**src/rtl/ram_arbiter_2p.sv**
```systemverilog
// ============================================================================
// Module   : ram_arbiter_2p
// Purpose  : Round-robin arbiter and sequencer that lets two requesters share
//            one single-port synchronous RAM (registered read, 1-cycle latency).
//            Commands are accepted on valid/ready handshakes. They are issued to
//            the RAM one at a time. Read data returns to the requester that
//            issued the read, with a one-cycle response pulse.
// Ports    : clk, rst_n           - clock, asynchronous active-low reset
//            reqN_valid/ready     - command handshake, N = 0,1
//            reqN_we/addr/wdata   - command fields (we=1 write, we=0 read)
//            rspN_valid/rdata     - read response pulse and held read data
//            ram_w_r/addr/data_in - RAM control, driven only by this block
//            ram_data_out         - RAM read data
//            busy                 - high whenever a command is in flight
// Revision : 1.0 - initial release
// ============================================================================
`default_nettype none

module ram_arbiter_2p #(
  parameter int D_WIDTH = 8,
  parameter int A_WIDTH = 3
) (
  input  logic               clk,
  input  logic               rst_n,
  input  logic               req0_valid,
  output logic               req0_ready,
  input  logic               req0_we,
  input  logic [A_WIDTH-1:0] req0_addr,
  input  logic [D_WIDTH-1:0] req0_wdata,
  output logic               rsp0_valid,
  output logic [D_WIDTH-1:0] rsp0_rdata,
  input  logic               req1_valid,
  output logic               req1_ready,
  input  logic               req1_we,
  input  logic [A_WIDTH-1:0] req1_addr,
  input  logic [D_WIDTH-1:0] req1_wdata,
  output logic               rsp1_valid,
  output logic [D_WIDTH-1:0] rsp1_rdata,
  output logic               ram_w_r,
  output logic [A_WIDTH-1:0] ram_addr,
  output logic [D_WIDTH-1:0] ram_data_in,
  input  logic [D_WIDTH-1:0] ram_data_out,
  output logic               busy
);

  typedef enum logic [1:0] {
    S_IDLE    = 2'd0,
    S_ACCESS  = 2'd1,
    S_CAPTURE = 2'd2
  } state_t;

  state_t r_state;
  state_t w_next;

  logic   r_last_grant;   // requester that won the most recent accept
  logic   r_id;           // requester that owns the in-flight command
  logic   w_grant0;
  logic   w_grant1;
  logic   w_accept;
  logic   w_sel;          // 1 = requester 1 is being accepted

  // On a tie the requester that did not win last time is granted.
  assign w_grant0 = req0_valid && (!req1_valid ||  r_last_grant);
  assign w_grant1 = req1_valid && (!req0_valid || !r_last_grant);

  assign req0_ready = (r_state == S_IDLE) && w_grant0;
  assign req1_ready = (r_state == S_IDLE) && w_grant1;

  assign w_accept = req0_ready || req1_ready;
  assign w_sel    = req1_ready;

  assign busy = (r_state != S_IDLE);

  // State register
  always_ff @(posedge clk or negedge rst_n) begin
    if (!rst_n) begin
      r_state <= S_IDLE;
    end else begin
      r_state <= w_next;
    end
  end

  // Next-state logic. In ACCESS, ram_w_r still holds the accepted command's
  // write flag, so it decides whether a capture cycle is needed.
  always_comb begin
    w_next = r_state;
    case (r_state)
      S_IDLE: begin
        if (w_accept) begin
          w_next = S_ACCESS;
        end
      end
      S_ACCESS: begin
        w_next = ram_w_r ? S_IDLE : S_CAPTURE;
      end
      S_CAPTURE: begin
        w_next = S_IDLE;
      end
      default: begin
        w_next = S_IDLE;
      end
    endcase
  end

  // Command launch, grant history and response capture
  always_ff @(posedge clk or negedge rst_n) begin
    if (!rst_n) begin
      ram_w_r      <= 1'b0;
      ram_addr     <= '0;
      ram_data_in  <= '0;
      r_last_grant <= 1'b1;
      r_id         <= 1'b0;
      rsp0_valid   <= 1'b0;
      rsp1_valid   <= 1'b0;
      rsp0_rdata   <= '0;
      rsp1_rdata   <= '0;
    end else begin
      // Write enable is only ever high for the single ACCESS cycle.
      ram_w_r    <= 1'b0;
      rsp0_valid <= 1'b0;
      rsp1_valid <= 1'b0;

      if (w_accept) begin
        ram_w_r      <= w_sel ? req1_we    : req0_we;
        ram_addr     <= w_sel ? req1_addr  : req0_addr;
        ram_data_in  <= w_sel ? req1_wdata : req0_wdata;
        r_id         <= w_sel;
        r_last_grant <= w_sel;
      end

      if (r_state == S_CAPTURE) begin
        if (r_id) begin
          rsp1_valid <= 1'b1;
          rsp1_rdata <= ram_data_out;
        end else begin
          rsp0_valid <= 1'b1;
          rsp0_rdata <= ram_data_out;
        end
      end
    end
  end

endmodule

`default_nettype wire
```
**config.mk**
```make
export PLATFORM = sky130hd
export DESIGN_NAME = ram_arbiter_2p
export DESIGN_NICKNAME = d
export VERILOG_FILES = /design/src/rtl/ram_arbiter_2p.sv
export SDC_FILE = /design/constraint.sdc
export NUM_CORES = 1
export LEC_CHECK = 0
export BUFFER_PORTS_ARGS = -buffer_cell sky130_fd_sc_hd__buf_2
export CORE_AREA = 2 2 88 65
export DETAILED_ROUTE_END_ITERATION = 10
export DIE_AREA = 0 0 90 67
export GPL_TIMING_DRIVEN = 0
export PLACE_DENSITY = 0.62
export SETUP_SLACK_MARGIN = 0.3
export SLEW_MARGIN = 25
export SYNTH_ARGS = -nofsm -noshare
export SYNTH_HDL_FRONTEND = slang
export SYNTH_SLANG_ARGS = --single-unit
```
**constraint.sdc**
```tcl
create_clock -name clk -period 1.34 [get_ports clk]
set_input_delay 0.201 -clock clk [delete_from_list [all_inputs] [get_ports clk]]
set_output_delay 0.201 -clock clk [all_outputs]
set_load 0.01 [all_outputs]
```
## Word level (Yosys, flattened, before mapping)

Cells that the tools add are included.

- Input port bits: 36
- Register bits: 34
- Logic and storage cells: 39
- Output and inout bits: 33

- Reduce and logical (&&, ||, !) cells: 14
- Eq/ne operators: 3
- Multiplexer cells: 11
- Bitwise logic cells: 1

Operator list:

| operator | count |
|---|---|
| $mux 8 | 1 |
| $mux 1 | 6 |
| $logic_and 1x1->1 | 4 |
| $mux 2 | 2 |
| $pmux 2 s2 | 1 |
| $reduce_and 2->1 | 2 |
| $logic_not 1->1 | 3 |
| $logic_or 1x1->1 | 3 |
| $mux 3 | 1 |
| $eq 2x1->1 const B | 1 |
| $eq 2x2->1 const B | 1 |
| $logic_not 2->1 | 1 |
| $ne 2x2->1 const B | 1 |
| $reduce_bool 2->1 | 1 |
| $not 1->1 | 1 |

## Logic depth before layout (Yosys ltp)

- Depth in word-level cells: 7
- Depth in mapped cells: 5
- Mapped depth without buffers: 4

## Least setup slack after synthesis

Ideal clock, no wire load.

- Path kind: register -> output
- Start point: register r_last_grant
- End point: output req0_ready
- Cell stages (with the launch flop): 4
- Setup slack: 0.024 ns
- Path buffers: 1
- Arrival time: 1.115 ns
- Required time: 1.139 ns
- Cell sequence: dfstp_2 -> clkbuf_1 -> inv_1 -> a21oi_1

- Word-level cells in the longest chain between the ends: 3

RTL lines:

| item | line | RTL |
|---|---|---|
| start, declared | 55 | `logic r_last_grant;` |
| start signal, assigned | 128 | `r_last_grant <= w_sel;` |
| $logic_or 1x1->1 | 63 | `assign w_grant0 = req0_valid && (!req1_valid \|\| r_last_grant);` |
| $logic_and 1x1->1 | 63 |  |
| $logic_and 1x1->1 | 66 | `assign req0_ready = (r_state == S_IDLE) && w_grant0;` |
| end, declared | 26 | `output logic req0_ready,` |

Every way passes these cells.

## Final worst setup path

- Start point: register r_state[0]
- End point: output req1_ready

- Word-level cells in the longest chain between the ends: 2

RTL lines:

| item | line | RTL |
|---|---|---|
| start, declared | 52 | `state_t r_state;` |
| start signal, assigned | 79 | `r_state <= w_next;` |
| $logic_not 2->1 | 67 | `assign req1_ready = (r_state == S_IDLE) && w_grant1;` |
| $logic_and 1x1->1 | 67 |  |
| end, declared | 33 | `output logic req1_ready,` |

Every way passes these cells.

==> summary.txt <==
Detailed routing
  – Number of remaining DRC errors: 0
  – Vias per cell: 4.67
  – Total Wirelength: 4730 microns
  – Antenna viol nets, final: 0
  – Router iterations before antenna repair: 4
  – DR WL/cell: 15.3 microns
  – Drt initial violations: 68
  – Vias after detailed routing: 1443

Setup path
  – Largest stage delay, worst path: 0.45 ns
  – WP buf/inv: 2
  – Critical-path cell list: nor3b_4 > clkbuf_8 > and2_4 > buf_6
  – Critical-path top delay cell: dfrtp_2
  – Setup CP Type: reg2out
  – CP required: 1.14 ns
  – CP top delay family: flip-flops
  – Worst-path maximum fanout: 3
  – Setup crit start kind: register
  – Critical Path AT: 1.36 ns
  – Crit end category: primary output

Yosys
  – Main area contributors after synthesis: dfrtp_1 (55%), mux2_2 (12%), o2111ai_1 (6.4%), nand3b_1 (5.5%), and3_1 (5.0%)
  – Number of synthesized register bits: 34
  – Leading area contributor after synthesis: dfrtp_1
  – Synthesized Nets: 160
  – Synthesized area: 0.00150 sq mm
  – Mean Syn Cell Area: 12.1 sq um
  – EDFF count, synth: 0
  – Sequential share of the synthesized area: 56.8%
  – Commonest cells post-synth: dfrtp_1 (33), mux2_2 (16), and3_1 (12)
  – Area share of the largest cell type after synthesis: 55.0%
  – Count leader, synth: dfrtp_1
  – Synth async-reset ratio: 100%
  – Cells after Synth: 124
  – Ys flop type: dfrtp_1
  – Yosys warnings: 0
  – Library cells used by synthesis: 24

Timing
  – PnR worst setup slack: -0.226 ns
  – Final setup violation count: 22
  – Final hold slack: -0.0144 ns
  – Slew Viols, Final: 0
  – Minimum clock period: 1.57 ns
  – RSZ-0062 raised after global routing: yes
  – Tcrit/Tclk final: 117%
  – Final hold vios: 9
  – Final Skew: 0.00809 ns
  – Actual slew at the worst max-slew pin: 0.771 ns
  – Worst slew margin: 48.6%
  – Max frequency: 639 MHz

Power
  – Share of total power in sequential cells: 29.7%
  – Power density cells: 2450 mW/mm^2
  – Leakage: 0.00134 uW
  – Comb pwr share: 58.0%
  – Peak supply drop: 1.08 mV
  – Switching Share: 35.8%
  – Sw power: 2270 uW
  – Tot Pwr: 6350 uW
  – Internal power: 4070 uW
  – Clock network power share: 12.3%

Global routing
  – Overall routing resource usage: 15.6%
  – Vias in the first global route: 1455
  – Initial antenna violation count: 0
  – Total grt overflow: 0
  – Largest net degree at the start of global routing: 35
  – First-pass GRT wire length: 7190 microns

Status
  – Status: finished with violations
  – Failing checks: hold timing, setup timing

Place
  – Port-buffer cells: 68
  – Area after DPL: 0.00195 sq mm
  – Pre-CTS setup slack: -0.205 ns
  – Inst Count DP: 264
  – Dpl hpwl: 2750 microns
  – Final GP Congestion: 0.815

Cells and area
  – Share of cells above drive strength 1: 69.2%
  – Post-layout instance area: 0.00259 sq mm
  – Final std cells w/o fill: 309
  – Post-layout nets: 272
  – # fillers: 488
  – Area Overhead vs Synth: 72.8%
  – Diodes inserted: 0

Clocking
  – CTS Buffer Depth: 2
  – TritonCTS clock tree: built
  – Clock sink total: 34
  – Clk slew on worst S/H paths: 0.07 ns
  – Skew-Pair Late Insertion Delay: 0.28 ns
  – Root buffer cell: clkbuf_8
  – H-tree depth: 2
  – Number of CTS-inserted buffers: 5

Floorplan
  – Initial cell density of the core: 29.3%
  – Placeable Area: 0.00512 sq mm
  – Row count: 22
  – Chip width: 90 microns
  – Die Span Y: 67 microns
  – IO Pins: 69
  – DIE AREA: 0.00603 sq mm

Flow run
  – Max cap viols: 0

Hold path
  – Worst Hold Class: in2async
[cell families (layout without fill, tap and decap cells)]
| logic type | Yosys count | after routing | share of synthesized area, % |
|---|---|---|---|
| DFF | 34 | 34 | 56.8 |
| and+or+nand+nor | 34 | 35 | 15.2 |
| buffers and inverters | 13 | 125 | 3.75 |
| AOI/OAI and AO/OA | 27 | 27 | 12.3 |
| muxes | 16 | 16 | 12.0 |
[metal layers]
layer,global-route usage (%),wire [microns],vias up
met4,5.77,44,0
met3,3.51,164,4
met2,23.8,2140,34
li1,-,-,684
met5,0,0,-
met1,21.8,2380,721
[worst reg2reg max path, delay by kind of cell, from the launching register on]
family,cells,cell delay [ns]
buf+inv,2,0.34
flops,1,0.45
mux,1,0.33
simple gates,1,0.23
[power by group through the flow]
stage | Clock [uW] | Sequential, uW | Combinational (uW)
after global routing | 884 | 1940 | 3920
after floorplan | 0 | 2030 | 1060
final | 781 | 1880 | 3680
after CTS | 814 | 1890 | 3160
after detailed placement | 0 | 1840 | 2060
after global placement | 0 | 1830 | 2040
[cells in the final DEF (no fill, tap or decap), drive strengths merged]
cell	n
buf	108
dfrtp	33
mux2	16
nand3b	13
and3	12
clkbuf	12
o21ai	11
o2111ai	11
nor2	4
inv	4
nor3b	3
nand2	2
and2	1
a21oi	1
a21boi	1
o21a	1
a31oi	1
a21o	1
clkinv	1
dfstp	1
[timing repair]
item	in CTS	in global routing
buffers inserted	17	15
gates cloned	5	0
hold buffers	0	0
gates resized for setup	57	16
setup endpoints to repair	33	50
pin swaps	8	12
[area by class of cell]
type / count / area, sq um / area share [%]
flip-flops and latches: 34 / 855 / 32.9
multi-input cells: 78 / 754 / 29.1
repair buffers: 104 / 704 / 27.1
well taps: 72 / 90.1 / 3.47
clock buffers: 7 / 86.3 / 3.33
plain buffers: 9 / 85.1 / 3.28
inverters: 4 / 15.0 / 0.579
clock inverters: 1 / 5.00 / 0.193
[registers in the layout, indices dropped and copies added, names as in the netlist]
register,cells
rsp1_rdata,8
ram_addr,3
rsp0_rdata,8
r_last_grant,1
ram_data_in,8
r_id,1
rsp1_valid,1
r_state,2
ram_w_r,1
rsp0_valid,1
[path summary, 6_finish.rpt]
path	startpoint	to	slack, ns	cells after the start
min in group clk	ram_data_out[3]	rsp1_rdata[3]$_DFFE_PN0P_	0.16	2
min reg2reg	ram_w_r$_DFF_PN0_	r_state[1]$_DFFE_PN0P_	0.43	1
max reg2reg	r_state[0]$_DFFE_PN0P_	rsp0_rdata[6]$_DFFE_PN0P_	-0.14	4
max	r_state[0]$_DFFE_PN0P_	req1_ready	-0.23	4
max in group asynchronous	rst_n	r_state[1]$_DFFE_PN0P_	0.82	1
min	rst_n	ram_data_in[3]$_DFFE_PN0P_	-0.01	1
[per-stage QoR]
stage                     setup TNS, ns  util (%)
after CTS                         -2.15      47.4
after global placement           -0.602      38.2
final                             -2.40      50.7
after global routing              -3.30      50.7
after floorplan                       0         -
after detailed placement         -0.773      38.2
Power figures use the tool's default switching activity.
